[config.mk]
export PLATFORM = sky130hd
export DESIGN_NAME = alu_rs
export DESIGN_NICKNAME = d
export VERILOG_FILES = /design/src/rtl/alu_rs.sv
export SDC_FILE = /design/constraint.sdc
export NUM_CORES = 2
export LEC_CHECK = 0
export BUFFER_PORTS_ARGS = -buffer_cell sky130_fd_sc_hd__buf_4
export CORE_UTILIZATION = 50
export DETAILED_ROUTE_END_ITERATION = 8
export PLACE_DENSITY = 0.64
export SYNTH_ARGS = -nofsm -noshare
export SYNTH_HDL_FRONTEND = slang
export SYNTH_SLANG_ARGS = --single-unit
[constraint.sdc]
create_clock -name clk -period 3.6 [get_ports clk]
set_input_delay 0.36 -clock clk [delete_from_list [all_inputs] [get_ports clk]]
set_output_delay 0.36 -clock clk [all_outputs]
set_load 0.005 [all_outputs]
[src/rtl/alu_rs.sv]
// ALU reservation station: dispatch, result-broadcast wakeup, single issue per cycle.
// Define ALU_RS_AGE_SELECT_EN to issue the oldest eligible entry instead of the lowest index.
module alu_rs #(
    parameter int XLEN           = 32,
    parameter int ALU_OP_WIDTH   = 4,
    parameter int ROB_SIZE_WIDTH = 5,
    parameter int RS_SIZE        = 8
) (
    input  logic                      clk,
    input  logic                      rst_n,
    input  logic                      flush,
    input  logic                      disp_valid,
    input  logic [ALU_OP_WIDTH-1:0]   disp_op,
    input  logic [ROB_SIZE_WIDTH-1:0] disp_id,
    input  logic [XLEN-1:0]           disp_val1,
    input  logic [XLEN-1:0]           disp_val2,
    input  logic                      disp_dep1,
    input  logic                      disp_dep2,
    input  logic [ROB_SIZE_WIDTH-1:0] disp_q1,
    input  logic [ROB_SIZE_WIDTH-1:0] disp_q2,
    output logic                      rs_full,
    input  logic                      alu_ready,
    input  logic [XLEN-1:0]           alu_res,
    input  logic [ROB_SIZE_WIDTH-1:0] alu_id,
    input  logic                      lsb_ready,
    input  logic [XLEN-1:0]           lsb_res,
    input  logic [ROB_SIZE_WIDTH-1:0] lsb_id,
    output logic                      rs_ready,
    output logic [ALU_OP_WIDTH-1:0]   rs_op,
    output logic [XLEN-1:0]           rs_val1,
    output logic [XLEN-1:0]           rs_val2,
    output logic [ROB_SIZE_WIDTH-1:0] rs_id
);

    localparam int IDX_W = (RS_SIZE > 1) ? $clog2(RS_SIZE) : 1;

    logic [RS_SIZE-1:0]        busy, busy_nxt, elig, dep1, dep2;
    logic [ALU_OP_WIDTH-1:0]   op_q  [RS_SIZE];
    logic [XLEN-1:0]           val1_q[RS_SIZE];
    logic [XLEN-1:0]           val2_q[RS_SIZE];
    logic [ROB_SIZE_WIDTH-1:0] q1_q  [RS_SIZE];
    logic [ROB_SIZE_WIDTH-1:0] q2_q  [RS_SIZE];
    logic [ROB_SIZE_WIDTH-1:0] id_q  [RS_SIZE];

    logic [IDX_W-1:0] free_idx, sel_idx;
    logic             any_elig, do_disp;

    assign rs_full  = &busy;
    assign elig     = busy & ~dep1 & ~dep2;
    assign any_elig = |elig;
    assign do_disp  = disp_valid && !rs_full && !flush;

    // Returns {dep, value} after snooping both broadcast buses; the ALU bus wins a tag tie.
    function automatic logic [XLEN:0] wake(input logic dep,
                                           input logic [ROB_SIZE_WIDTH-1:0] q,
                                           input logic [XLEN-1:0] val);
        if (dep && alu_ready && q == alu_id)
            return {1'b0, alu_res};
        if (dep && lsb_ready && q == lsb_id)
            return {1'b0, lsb_res};
        return {dep, val};
    endfunction

    always_comb begin
        free_idx = '0;
        for (int i = RS_SIZE - 1; i >= 0; i--)
            if (!busy[i]) free_idx = IDX_W'(i);
    end

`ifdef ALU_RS_AGE_SELECT_EN
    localparam logic [RS_SIZE-1:0] ONE = 1;

    // older[i][j] set means entry i was dispatched before entry j.
    logic [RS_SIZE-1:0] older [RS_SIZE];

    always_comb begin
        sel_idx = '0;
        for (int i = 0; i < RS_SIZE; i++)
            if (elig[i] && ((elig & ~older[i] & ~(ONE << i)) == '0))
                sel_idx = IDX_W'(i);
    end

    always_ff @(posedge clk or negedge rst_n) begin
        if (!rst_n) begin
            for (int i = 0; i < RS_SIZE; i++) older[i] <= '0;
        end else if (do_disp) begin
            for (int j = 0; j < RS_SIZE; j++) begin
                if (free_idx != IDX_W'(j)) begin
                    older[free_idx][j] <= 1'b0;
                    older[j][free_idx] <= 1'b1;
                end
            end
        end
    end
`else
    // NOTE: assign the default before the loop so sel_idx is driven on every path (no latch).
    always_comb begin
        sel_idx = '0;
        for (int i = RS_SIZE - 1; i >= 0; i--)
            if (elig[i]) sel_idx = IDX_W'(i);
    end
`endif

    always_comb begin
        busy_nxt = busy;
        if (any_elig) busy_nxt[sel_idx] = 1'b0;
        if (do_disp)  busy_nxt[free_idx] = 1'b1;
    end

    // NOTE: payload storage has no reset; busy alone decides whether an entry's contents are meaningful.
    always_ff @(posedge clk) begin
        for (int i = 0; i < RS_SIZE; i++) begin
            if (do_disp && free_idx == IDX_W'(i)) begin
                op_q[i]               <= disp_op;
                id_q[i]               <= disp_id;
                q1_q[i]               <= disp_q1;
                q2_q[i]               <= disp_q2;
                {dep1[i], val1_q[i]}  <= wake(disp_dep1, disp_q1, disp_val1);
                {dep2[i], val2_q[i]}  <= wake(disp_dep2, disp_q2, disp_val2);
            end else if (busy[i]) begin
                {dep1[i], val1_q[i]}  <= wake(dep1[i], q1_q[i], val1_q[i]);
                {dep2[i], val2_q[i]}  <= wake(dep2[i], q2_q[i], val2_q[i]);
            end
        end
    end

    // NOTE: state and outputs use non-blocking assignments so every reader sees pre-edge values.
    always_ff @(posedge clk or negedge rst_n) begin
        if (!rst_n) begin
            busy     <= '0;
            rs_ready <= 1'b0;
            rs_op    <= '0;
            rs_val1  <= '0;
            rs_val2  <= '0;
            rs_id    <= '0;
        end else if (flush) begin
            busy     <= '0;
            rs_ready <= 1'b0;
            rs_op    <= '0;
            rs_val1  <= '0;
            rs_val2  <= '0;
            rs_id    <= '0;
        end else begin
            busy     <= busy_nxt;
            rs_ready <= any_elig;
            if (any_elig) begin
                rs_op   <= op_q[sel_idx];
                rs_val1 <= val1_q[sel_idx];
                rs_val2 <= val2_q[sel_idx];
                rs_id   <= id_q[sel_idx];
            end else begin
                rs_op   <= '0;
                rs_val1 <= '0;
                rs_val2 <= '0;
                rs_id   <= '0;
            end
        end
    end

endmodule
Yosys cells after proc, flatten, opt, wreduce, memory -nomap -nowiden
Memory sizes are Yosys's and may differ from the RTL's.
Index checks and enable logic that the tools add are counted.
{"block": "word_totals", "mem_count": 4, "output_inout_bits": 75, "inputBits": 165, "word_cells": 721, "mem_bits_rw": 152, "reg_bits": 610}
{"block": "classes", "n_eq_ne": 43, "reduce_logical": 157, "order_cmp": 5, "bitwise_logic": 8, "muxes": 466}
{"name": "id_q", "words": 8, "word_bits": 5, "read_ports": 1, "rd_clocked_by_memory_dff": 0, "write_ports": 1, "line_no": "43", "source": "logic [ROB_SIZE_WIDTH-1:0] id_q [RS_SIZE];"}
{"name": "q1_q", "words": 8, "word_bits": 5, "read_ports": 8, "rd_clocked_by_memory_dff": 0, "write_ports": 1, "line_no": "41", "source": "logic [ROB_SIZE_WIDTH-1:0] q1_q [RS_SIZE];"}
{"name": "q2_q", "words": 8, "word_bits": 5, "read_ports": 8, "rd_clocked_by_memory_dff": 0, "write_ports": 1, "line_no": "42", "source": "logic [ROB_SIZE_WIDTH-1:0] q2_q [RS_SIZE];"}
{"name": "op_q", "words": 8, "word_bits": 4, "read_ports": 1, "rd_clocked_by_memory_dff": 0, "write_ports": 1, "line_no": "38", "source": "logic [ALU_OP_WIDTH-1:0] op_q [RS_SIZE];"}
{"op": "two-way mux 33 bit", "count": 100}
{"op": "two-way mux 32 bit", "count": 40}
{"op": "two-way mux 1 bit", "count": 243}
{"op": "binary-select mux 32 bit (select 3 bit)", "count": 2}
{"op": "== test 5 bit", "count": 36}
{"op": "two-way mux 3 bit", "count": 44}
{"op": "two-way mux 5 bit", "count": 23}
{"op": "OR reduction 5 bit", "count": 21}
{"op": "logical AND 1 bit", "count": 84}
{"op": "nonzero test 3 bit", "count": 16}
{"op": "two-way mux 4 bit", "count": 9}
{"op": "AND reduction 2 bit", "count": 16}
{"op": "OR reduction 4 bit", "count": 7}
{"op": "bitwise AND 8 bit", "count": 3}
{"op": "two-way mux 8 bit", "count": 3}
{"op": "inverter 8 bit", "count": 3}
{"op": "nonzero test 2 bit", "count": 8}
{"op": "== test 3 bit, second input constant", "count": 4}
{"op": "< comparator 3 x 4 -> 1 bit, second input constant", "count": 2}
{"op": "OR 8 bit", "count": 1}
{"op": "AND reduction 8 bit", "count": 1}
{"op": "OR reduction 8 bit", "count": 1}
{"op": "demux 1 bit (select 3 bit)", "count": 2}
{"op": "== test 3 x 2 -> 1 bit, second input constant", "count": 2}
{"op": "other kinds (6)", "count": 8}

Logic depth before layout (Yosys ltp)
{"block": "logic_depth", "word_depth": 21, "ltp_mapped": 11, "ltp_nobuf": 6}

Worst setup path before layout
Ideal clock, no wire load.
{"block": "synth_timing", "kind": "input-to-reg", "from": "input flush", "to": "register dep1[3], enable pin", "cell_stages": 8, "arrival_ns": 3.204, "t_required_ns": 3.211, "setup_time_ns": 0.389, "n_path_buf": 3, "path_slack_ns": 0.007, "path_cell_list": "clkbuf_1 -> nor2b_1 -> nand3_1 -> or3b_2 -> inv_2 -> buf_2 -> clkbuf_1 -> a21o_1"}
{"block": "synth_between", "elab_chain_len": 5, "elab_cells_between_ends": 6, "classes_between": "reduce/logical: 6"}
{"element": "start, declared", "line_no": "11", "source": "input logic flush,"}
{"element": "logical NOT 1 bit *", "line_no": "51", "source": "assign do_disp = disp_valid && !rs_full && !flush;"}
{"element": "logical AND 1 bit *", "line_no": "51"}
{"element": "logical AND 1 bit *", "line_no": "113", "source": "if (do_disp && free_idx == IDX_W'(i)) begin"}
{"element": "nonzero test 3 bit (no line) / nonzero test 2 bit (equally long branches)"}
{"element": "AND reduction 2 bit (no line) *"}
{"element": "end signal, assigned by index", "line_no": "118", "source": "{dep1[i], val1_q[i]} <= wake(disp_dep1, disp_q1, disp_val1);"}
{"element": "end signal, assigned by index", "line_no": "121", "source": "{dep1[i], val1_q[i]} <= wake(dep1[i], q1_q[i], val1_q[i]);"}
{"element": "end, declared", "line_no": "37", "source": "logic [RS_SIZE-1:0] busy, busy_nxt, elig, dep1, dep2;"}
Mark *: on every way between the ends. The rest lies on a longest branch, timed or not.
A chain may end at the register's enable or synchronous reset.

Final worst setup path
{"block": "layout_timing", "from": "register dep1[4]", "to": "register rs_val2[10]"}
{"block": "layout_between", "elab_chain_len": 14, "elab_cells_between_ends": 15, "classes_between": "mux: 10; bitwise: 4; reduce/logical: 1"}
{"element": "inverter 8 bit *", "line_no": "49", "source": "assign elig = busy & ~dep1 & ~dep2;"}
{"element": "bitwise AND 8 bit * (2 in series)", "line_no": "49"}
{"element": "two-way mux 3 bit (5 in series)", "line_no": "100", "source": "if (elig[i]) sel_idx = IDX_W'(i);"}
{"element": "inverter 3 -> 4 bit (not written as such)", "line_no": "149", "source": "rs_val2 <= val2_q[sel_idx];"}
{"element": "binary-select mux 32 bit (select 3 bit)", "line_no": "149"}
{"element": "two-way mux 32 bit (not written as such) (2 in series)", "line_no": "149"}
{"element": "two-way mux 32 bit *", "line_no": "146", "source": "if (any_elig) begin"}
{"element": "two-way mux 32 bit *", "line_no": "136", "source": "end else if (flush) begin"}
{"element": "end signal, assigned", "line_no": "149"}
{"element": "end, declared", "line_no": "31", "source": "output logic [XLEN-1:0] rs_val2,"}
Mark *: on every way between the ends. The rest lies on a longest branch, timed or not. The select of a mux whose other input is x is not followed.

==> summary.txt <==
Run status
  – Outcome: finished, final reports clean

Route
  – WL per Instance: 32.2 µm
  – DRC: 0
  – Routed via count: 33700
  – Vias per Instance: 6.78
  – Post-Route WL: 160 mm
  – Antenna-violating nets left: 0
  – DR iter-0 viols: 4696
  – Initial DRT Pass Iterations: 5

GRT
  – Vias in the first global route: 32100
  – First-pass GRT wire length: 228 mm
  – Initial antenna violation count: 4
  – GRT Total Usage: 0.367
  – Grt ovf: 0
  – Largest net degree at the start of global routing: 122

Logic synthesis
  – Main combinational cell family by area after synthesis: multiplexers
  – Mapped Nets: 3885
  – Mux cell area share after synthesis: 0.172
  – Post-synth cell types: 55
  – Simple-gate share of the synthesized area: 0.0734
  – Top-area cell type share of the netlist area: 0.483
  – Compound-gate portion of the synthesized area: 0.144
  – Syn. warnings: 0
  – Ys async rst share: 0.108
  – Post-Synth XOR/XNOR Area: 0.0373
  – Top FF cell, synth: edfxtp_1
  – Number of flops mapped to enable cells by yosys: 680
  – Mean post-synth cell area: 11.4 µm²
  – Largest area contributor in the netlist: edfxtp_1
  – Number of synthesized register bits: 762
  – Synth top area cells: edfxtp_1, mux2i_1, mux2_2
  – Seq/Total Area, Yosys: 0.531
  – Post-Synth Adder-Cell Area: 0
  – Post-synthesis cell count: 3720
  – Synth Cell Area: 42300 µm²

Clock tree
  – CTS tree: yes
  – Post_cts resized: 0
  – Clock Latency Late Sink: 0.67 ns
  – Worst-path clk slew: 0.06 ns
  – Clock Root Buffer: clkbuf_16
  – # H-tree levels: 3
  – Cts bufs inserted: 84
  – Clk sinks: 762
  – Maximum buffer depth of the clock tree: 3
  – Post-CTS Hold Fix Bufs: 20
  – Post CTS Setup Buffer Count: 0

Placed design
  – Placed cells: 4799
  – PortBufs: 239
  – Final Wtd Congestion: 0.892
  – Hpwl dp: 90.4 mm

Worst hold path
  – Worst hold path class: in2reg

Critical path
  – Critical path cell sequence: nor3b_1, nor2_1, a41oi_1, and2_2, buf_4, o21ai_0, o22ai_1
  – Setup CP Type: reg2reg
  – CP Buf/Inv Count: 1
  – WP data arrival: 3.92 ns
  – Crit path max fanout: 22
  – CP Capture Type: flip-flop
  – Startpoint Class: flip-flop
  – Worst reg-to-reg setup slack: 0.25 ns
  – Crit-path slowest cell: nor3b_1
  – Slowest stage delay, CP: 0.58 ns
  – CP delay by family, top: simple AND/OR/NAND/NOR gates
  – CP Data Required Time: 4.17 ns

STA
  – # setup viols final: 0
  – Fin Setup TNS: 0 ns
  – Fin. max-slew vios: 0
  – Final Critical Period: 3.35 ns
  – Fmax: 298 MHz
  – Post-route clock skew: 0.0269 ns
  – Slew headroom: 0.127
  – WHS: 0.0296 ns
  – Final cycle utilization of the critical path: 0.932
  – Worst slew pin tran: 1.31 ns
  – RSZ-0062 raised after global routing: false
  – Final Hold Viols: 0

Cells and area
  – Area Overhead vs Synth: 14.9%
  – Final nets: 3936
  – Layout cells sized above 1: 0.215
  – Commonest non-fill, non-tap cells in the layout: edfxtp_1, mux2i_1, o21ai_0
  – Finished Layout Cells: 4976
  – Leading cell type in the layout, fill and taps excluded: edfxtp_1
  – Fillers: 6861

Die
  – # IOs: 240
  – Die area: 85800 µm²
  – Core area: 83700 µm²
  – Die Y: 293 µm
  – Initial Util: 0.506
  – Site row count: 106
  – Die Width: 293 µm

Power and ir drop
  – Power per Cell Area: 415 nW/µm²
  – Peak supply drop: 0.329 mV
  – Static leakage: 19.0 nW

Run
  – Max Cap Viol: 0
[state kept, by name (all words and copies together) (netlist names)]
register	count
busy	8
dep1	8
dep2	8
id_q	40
op_q	32
q1_q	40
q2_q	40
rs_id	5
rs_op	4
rs_ready	1
rs_val1	32
rs_val2	32
val1_q	256
val2_q	256
[synth_stat cells, types with 76 or more instances]
| library cell | number |
|---|---|
| a21oi_1 | 132 |
| buf_2 | 76 |
| clkbuf_1 | 308 |
| dfrtp_1 | 82 |
| edfxtp_1 | 680 |
| mux2_2 | 235 |
| mux2i_1 | 461 |
| nand2_1 | 317 |
| nor2_1 | 149 |
| o21ai_0 | 340 |
| o221ai_1 | 104 |
| o22ai_1 | 189 |
| xor2_1 | 116 |
[final timing paths]
kind / start / endpoint / depth (start not counted)
max: dep1[4] / rs_val2[10] / 7
min: disp_q2[3] / q2_q[0][3] / 1
max reg2reg: dep1[4] / rs_val2[10] / 7
min reg2reg: val1_q[100] / rs_val1[4] / 2
max in group asynchronous: rst_n / rs_val1[13] / 3
min in group asynchronous: rst_n / rs_val2[27] / 2
[kinds of logic after synthesis]
group | after synthesis
simple gates | 700
buf+inv | 448
flops | 762
compound gates | 934
xor+xnor | 180
mux | 696
[layer usage]
metal / part of all wire / GRT usage / wire length, µm / up-vias
met2: 0.45 / 0.566 / 71500 / 2514
met3: 0.12 / 0.0694 / 19700 / 481
met1: 0.39 / 0.507 / 61800 / 16500
li1: - / - / - / 14200
met5: 0.00024 / 0 / 38 / -
met4: 0.045 / 0.157 / 7270 / 6
[through the flow]
stage | cell area [µm²] | utilization | power (W) | setup WS [ns]
detailed placement | 45800 | 0.547 | 0.0117 | 0.396
finish | 48600 | 0.581 | 0.0202 | 0.246
CTS | 48600 | 0.581 | 0.0202 | 0.393
global placement | 45800 | 0.547 | 0.0117 | 0.454
floorplan | 42300 | - | 0.0110 | 0.00713
global route | 48600 | 0.581 | 0.0206 | 0.223
[layout make-up]
cell class | count | area, µm² | area share
tap | 1134 | 1420 | 0.0292
timing repair buffer | 402 | 3770 | 0.0775
sequential | 762 | 22500 | 0.462
multi-input combinational | 2510 | 18200 | 0.375
antenna | 1 | 2.50 | 0.0000515
clock buffer | 121 | 2330 | 0.0479
clock inverter | 35 | 344 | 0.00708
inverter | 11 | 51.3 | 0.00105
[report_power, final]
part	internal (W)	switching, W
registers	0.00976	0.0000422
clock network	0.00483	0.00377
logic	0.000642	0.00117
total	0.0152	0.00498
Power figures use the tool's default switching activity.
